==> config.mk <==
export PLATFORM = sky130hd
export DESIGN_NAME = pico_reg_sequencer
export DESIGN_NICKNAME = d
export VERILOG_FILES = /design/src/rtl/pico_reg_sequencer.sv
export SDC_FILE = /design/constraint.sdc
export NUM_CORES = 1
export LEC_CHECK = 0
export CORE_UTILIZATION = 38
export CTS_BUF_LIST = sky130_fd_sc_hd__clkbuf_8
export CTS_CLUSTER_DIAMETER = 120
export CTS_CLUSTER_SIZE = 40
export DETAILED_ROUTE_END_ITERATION = 8
export DONT_BUFFER_PORTS = 1
export GPL_ROUTABILITY_DRIVEN = 0
export PLACE_DENSITY_LB_ADDON = 0.08
export REMOVE_ABC_BUFFERS = 1
export SLEW_MARGIN = 20
export SYNTH_ARGS = -nofsm -noshare
export SYNTH_HDL_FRONTEND = slang
export SYNTH_SLANG_ARGS = --single-unit
==> constraint.sdc <==
create_clock -name iclk -period 4.75 [get_ports iclk]
set_input_delay 0.2375 -clock iclk [delete_from_list [all_inputs] [get_ports iclk]]
set_output_delay 0.2375 -clock iclk [all_outputs]
set_load 0.02 [all_outputs]
==> src/rtl/pico_reg_sequencer.sv <==
// pico_reg_sequencer: byte-level command sequencer and 8-bit register bank
// sitting behind the PICO serial front end, clocked by iclk.
//
// The first byte of each transaction is a command. Bit 7 selects write (1)
// or read (0), and bits [6:0] give the start address. Later bytes then
// auto-increment through the bank. Register 0 is a read-only chip ID.
//
// Build option: define PICO_READBACK_EN to enable the POCI read path.
// When it is undefined, read commands park in READ until txn_end, and
// rd_data/rd_load are held at zero.
`default_nettype none

module pico_reg_sequencer #(
    parameter int unsigned  NUM_REGS = 16,
    parameter logic [7:0]   CHIP_ID  = 8'hA5
) (
    input  logic                    iclk,
    input  logic                    rst,
    input  logic                    byte_valid,
    input  logic [7:0]              byte_data,
    input  logic                    txn_end,
    output logic [8*NUM_REGS-1:0]   reg_q,
    output logic                    wr_strobe,
    output logic [6:0]              wr_addr,
    output logic [7:0]              rd_data,
    output logic                    rd_load,
    output logic                    busy,
    output logic                    err
);

    typedef enum logic [1:0] {
        S_IDLE,
        S_WRITE,
        S_READ
    } state_t;

    localparam logic [7:0] NREG = 8'(NUM_REGS);

    state_t                     state;
    logic [6:0]                 addr;
    logic [6:0]                 addr_inc;
    logic                       wr_ok;
    logic [8*NUM_REGS-1:8]      regs_r;

    // Register 0 is the constant chip ID; only registers 1..NUM_REGS-1 hold state.
    assign reg_q    = {regs_r, CHIP_ID};
    assign addr_inc = addr + 7'd1;
    assign wr_ok    = ({1'b0, addr} < NREG);

`ifdef PICO_READBACK_EN
    logic [6:0] load_addr;
    logic [7:0] load_val;
    logic       load_ok;

    // Select the register feeding a read load: the command address in IDLE,
    // otherwise the next auto-incremented address.
    always_comb begin
        load_addr = (state == S_IDLE) ? byte_data[6:0] : addr_inc;
        load_ok   = ({1'b0, load_addr} < NREG);
        load_val  = '0;
        for (int unsigned k = 0; k < NUM_REGS; k++) begin
            if (load_addr == 7'(k)) begin
                load_val = reg_q[8*k +: 8];
            end
        end
    end
`else
    assign rd_data = '0;
    assign rd_load = 1'b0;
`endif

    // Command decode, address sequencing, register writes and registered outputs.
    always_ff @(posedge iclk or posedge rst) begin
        if (rst) begin
            state     <= S_IDLE;
            addr      <= '0;
            regs_r    <= '0;
            wr_strobe <= 1'b0;
            wr_addr   <= '0;
            busy      <= 1'b0;
            err       <= 1'b0;
`ifdef PICO_READBACK_EN
            rd_data   <= '0;
            rd_load   <= 1'b0;
`endif
        end else begin
            wr_strobe <= 1'b0;
`ifdef PICO_READBACK_EN
            rd_load   <= 1'b0;
`endif
            if (txn_end) begin
                // End of transaction beats any coincident byte, which is discarded.
                state <= S_IDLE;
                busy  <= 1'b0;
            end else if (byte_valid) begin
                case (state)
                    S_IDLE: begin
                        addr <= byte_data[6:0];
                        err  <= 1'b0;
                        busy <= 1'b1;
                        if (byte_data[7]) begin
                            state <= S_WRITE;
                        end else begin
                            state <= S_READ;
`ifdef PICO_READBACK_EN
                            rd_load <= 1'b1;
                            if (load_ok) begin
                                rd_data <= load_val;
                            end else begin
                                rd_data <= '0;
                                err     <= 1'b1;
                            end
`endif
                        end
                    end
                    S_WRITE: begin
                        wr_addr <= addr;
                        if (!wr_ok) begin
                            err <= 1'b1;
                        end else if (addr != '0) begin
                            wr_strobe <= 1'b1;
                            for (int unsigned k = 1; k < NUM_REGS; k++) begin
                                if (addr == 7'(k)) begin
                                    regs_r[8*k +: 8] <= byte_data;
                                end
                            end
                        end
                        addr <= addr_inc;
                    end
                    S_READ: begin
`ifdef PICO_READBACK_EN
                        addr    <= addr_inc;
                        rd_load <= 1'b1;
                        if (load_ok) begin
                            rd_data <= load_val;
                        end else begin
                            rd_data <= '0;
                            err     <= 1'b1;
                        end
`endif
                    end
                    default: begin
                        state <= S_IDLE;
                        busy  <= 1'b0;
                    end
                endcase
            end
        end
    end

endmodule

`default_nettype wire

==> key figures <==
Logic synthesis
  – Mapped Cells: 408
  – Library cell with the highest instance count after synthesis: sky130_fd_sc_hd__dfrtp_1
  – Most common flop cell mapped by yosys: sky130_fd_sc_hd__dfrtp_1
  – Part of the Yosys area used for sequential elements: 0.5976
  – Warnings from Yosys: 0
  – Cell Area, Synth: 5821 µm²
  – Mean cell area of the mapped netlist: 14.27 µm²
  – Ranking of synthesized cells by area: sky130_fd_sc_hd__dfrtp_1, sky130_fd_sc_hd__mux2_2, sky130_fd_sc_hd__buf_4, sky130_fd_sc_hd__nand2_1, sky130_fd_sc_hd__ha_1
  – Yosys cell types: 40
  – Proportion of synthesized flip-flops having asynchronous set or reset: 1.000
  – EDFF count, synth: 0
  – Cell types with the highest counts after synthesis: sky130_fd_sc_hd__dfrtp_1, sky130_fd_sc_hd__mux2_2, sky130_fd_sc_hd__nand2_1, sky130_fd_sc_hd__buf_4, sky130_fd_sc_hd__nor2_1
  – Synth Register Bits: 139
  – Leading area contributor after synthesis: sky130_fd_sc_hd__dfrtp_1
  – Share of Yosys cell area claimed by the top area cell type: 0.5976

Global route
  – First-pass GRT wire length: 22.06 mm
  – Overflow left after global routing: 0
  – GRT Total Usage: 0.1913
  – Maximum number of pins on one net before global-route repair: 93
  – Antenna violations before repair: 1
  – Vias in the first global route: 3446

Timing
  – Pin slew with the least headroom to its limit: 0.9112 ns
  – Number of setup violations in the final report: 0
  – Crit share post-route: 0.5914
  – Hold Slack: 0.04371 ns
  – Tmin final: 2.809 ns
  – Final worst setup slack: 1.941 ns
  – Clock Skew: 0.01025 ns
  – Relative slew margins: 0.3905
  – Fmax: 356.0 MHz
  – Final max-slew violation count: 0
  – Setup TNS after final layout: 0 ns
  – RSZ-0062 raised after global routing: false
  – Fin. Hold Viols: 0

Floorplan
  – Die ar.: 15820 µm²
  – Number of rows in the core area: 44
  – Number of placed I/O pins: 159
  – Die Width: 125.8 µm
  – Area of the core: 14750 µm²
  – Initial Util: 0.3945
  – Die extent in y: 125.8 µm

Critical path
  – Length in cells of the worst reg-to-reg path: 6
  – CP startpoint: state[1]$_DFFE_PP0P_
  – Worst setup SP type: flip-flop
  – Reg2Reg Launch Point: state[1]$_DFFE_PP0P_
  – Category of the worst setup path capture point: flip-flop
  – CP Data Required Time: 5.07 ns
  – Arrival time at the worst endpoint: 3.13 ns
  – Setup slack of the worst register-to-register path: 1.94 ns
  – Max Fanout on Critical Path: 19
  – RR Endpoint: regs_r[15]$_DFFE_PP0P_
  – Critical path start-end classification: reg2reg

Final layout
  – Post-layout nets: 436
  – Number of fill cells in the layout: 1388
  – Fraction of layout instances using a drive strength above 1: 0.3837
  – Number of non-filler instances in the completed layout: 616
  – P&R area growth vs syn: 9.953%
  – Cell area after layout: 6400 µm²

CTS
  – Clock transition time at the flip-flop clock pins of the worst setup and hold paths: 0.07 ns
  – H-Tree Depth: 4
  – Clk Tree Root Cell: sky130_fd_sc_hd__clkbuf_8
  – TritonCTS Sinks: 139
  – Worst skew pair latency: 0.44 ns
  – TritonCTS buffer count: 17
  – Maximum clock path buffer count: 2
  – TritonCTS clock tree: done

Worst hold path
  – Endpoint, Worst Hold: addr[4]$_DFFE_PP0P_
  – Hold Crit Depth: 2
  – Hold path start: byte_data[4]
  – Class of the worst hold path: in2reg

Route
  – Wirelength, routed: 13.97 mm
  – Detailed-route via count: 3264
  – Length of the first detailed-routing pass in iterations: 4
  – Average detailed-routed wire length per instance: 22.68 µm
  – Number of DRC violations after detailed routing: 0
  – Initial DRC Count: 159
  – Via-per-instance ratio: 5.299
  – Number of antenna-violating nets in the routed design: 0

Job
  – Max-cap violations: 0

Power and ir drop
  – Leakage power of the design: 3.223 nW
  – P per Cell Area: 407.3 nW/µm²
  – Maximum resistive drop on vdd: 169.2 µV

Placed design
  – Setup slack after placement: 1.962 ns
  – Half-perimeter wire length of the detailed placement result: 8.653 mm
  – Port buffer count: 0
  – Placed cell count: 573
  – Post-Place Cell Area: 5901 µm²

Status
  – Result of the run: completed
-- how the worst max path moves through the flow --
stage	slack (ns)	endpoint	cells past startpoint
finish	1.94	regs_r[15]$_DFFE_PP0P_	6
global route	1.72	regs_r[13]$_DFFE_PP0P_	6
CTS	1.94	regs_r[15]$_DFFE_PP0P_	6
detailed placement	1.96	regs_r[12]$_DFFE_PP0P_	6
global placement	2.07	regs_r[9]$_DFFE_PP0P_	6
floorplan	0.79	addr[0]$_DFFE_PP0P_	1
-- cell type report --
cell class | count | area (µm²) | area share
Antenna cell | 2 | 5.005 | 0.0007820
Inverter | 8 | 35.03 | 0.005474
Sequential cell | 139 | 3478 | 0.5435
Multi-Input combinational cell | 241 | 2150 | 0.3359
Clock inverter | 12 | 132.6 | 0.02072
Clock buffer | 19 | 261.5 | 0.04086
Tap cell | 184 | 230.2 | 0.03597
Timing Repair Buffer | 11 | 107.6 | 0.01681
-- critical path, cell delays in order, from the launching register on --
cell and delay (ns):
sky130_fd_sc_hd__dfrtp_1 0.38, sky130_fd_sc_hd__inv_1 0.07, sky130_fd_sc_hd__ha_1 0.57, sky130_fd_sc_hd__and3b_1 0.57, sky130_fd_sc_hd__nand4_2 0.27, sky130_fd_sc_hd__nor3_4 0.44, sky130_fd_sc_hd__mux2_2 0.39
-- cells in the final DEF, fill, tap and decap left out, types with 3 or more instances in the layout --
cell type	count
sky130_fd_sc_hd__nor2_4	6
sky130_fd_sc_hd__inv_1	11
sky130_fd_sc_hd__o22ai_1	3
sky130_fd_sc_hd__nand3_1	4
sky130_fd_sc_hd__mux2_2	120
sky130_fd_sc_hd__mux2i_1	3
sky130_fd_sc_hd__clkbuf_8	19
sky130_fd_sc_hd__dlygate4sd3_1	10
sky130_fd_sc_hd__conb_1	17
sky130_fd_sc_hd__nor2_1	10
sky130_fd_sc_hd__and3_1	6
sky130_fd_sc_hd__dfrtp_1	139
sky130_fd_sc_hd__nand2_1	23
sky130_fd_sc_hd__nand2b_1	3
sky130_fd_sc_hd__bufinv_16	3
sky130_fd_sc_hd__clkinv_2	4
sky130_fd_sc_hd__a21oi_1	8
sky130_fd_sc_hd__ha_1	6
sky130_fd_sc_hd__o21ai_0	7
-- sequential cells by signal, indices dropped and copies added, names as in the netlist --
name / flops
err: 1
busy: 1
regs_r: 120
addr: 7
state: 2
wr_addr: 7
wr_strobe: 1
-- repair_timing --
| item | 4_1_cts | 5_1_grt |
|---|---|---|
| hold buffers | 10 | 0 |
| resized for setup | 0 | 0 |
| endpoints found under the hold margin | 216 | 0 |
| setup endpoints to repair | 0 | 0 |
| buffers inserted | 0 | 0 |
-- through the flow --
step,util,total power [W]
global placement,0.3999,0.001635
CTS,0.4334,0.002645
finish,0.4338,0.002607
floorplan,-,0.001576
detailed placement,0.3999,0.001637
global route,0.4334,0.002741
-- power by group --
part	switching, W	internal, W
Sequential	0.000151	0.00125
Combinational	0.000157	0.0000840
Clock	0.000431	0.000532
-- metal layers --
metal  global-route usage  wire length, µm  share of wire  vias up
li1                     -                -              -     1420
met5                    0                0              0        -
met4              0.07725              321          0.023        0
met3              0.07264             1004          0.072       19
met2               0.2980             6682           0.48      111
met1               0.2401             5963           0.43     1714
-- kinds of logic (layout without fill, tap and decap cells) --
group,Yosys count,count (layout),share of synthesized area
flip-flops,139,139,0.5976
multiplexers,123,123,0.2373
AND/OR/NAND/NOR,68,68,0.07717
buffers and inverters,43,50,0.04278
AO/OA/AOI/OAI,27,27,0.03096
adder cells (fa/ha/maj),6,6,0.01290
other,2,19,0.001290
Power figures use the tool's default switching activity.
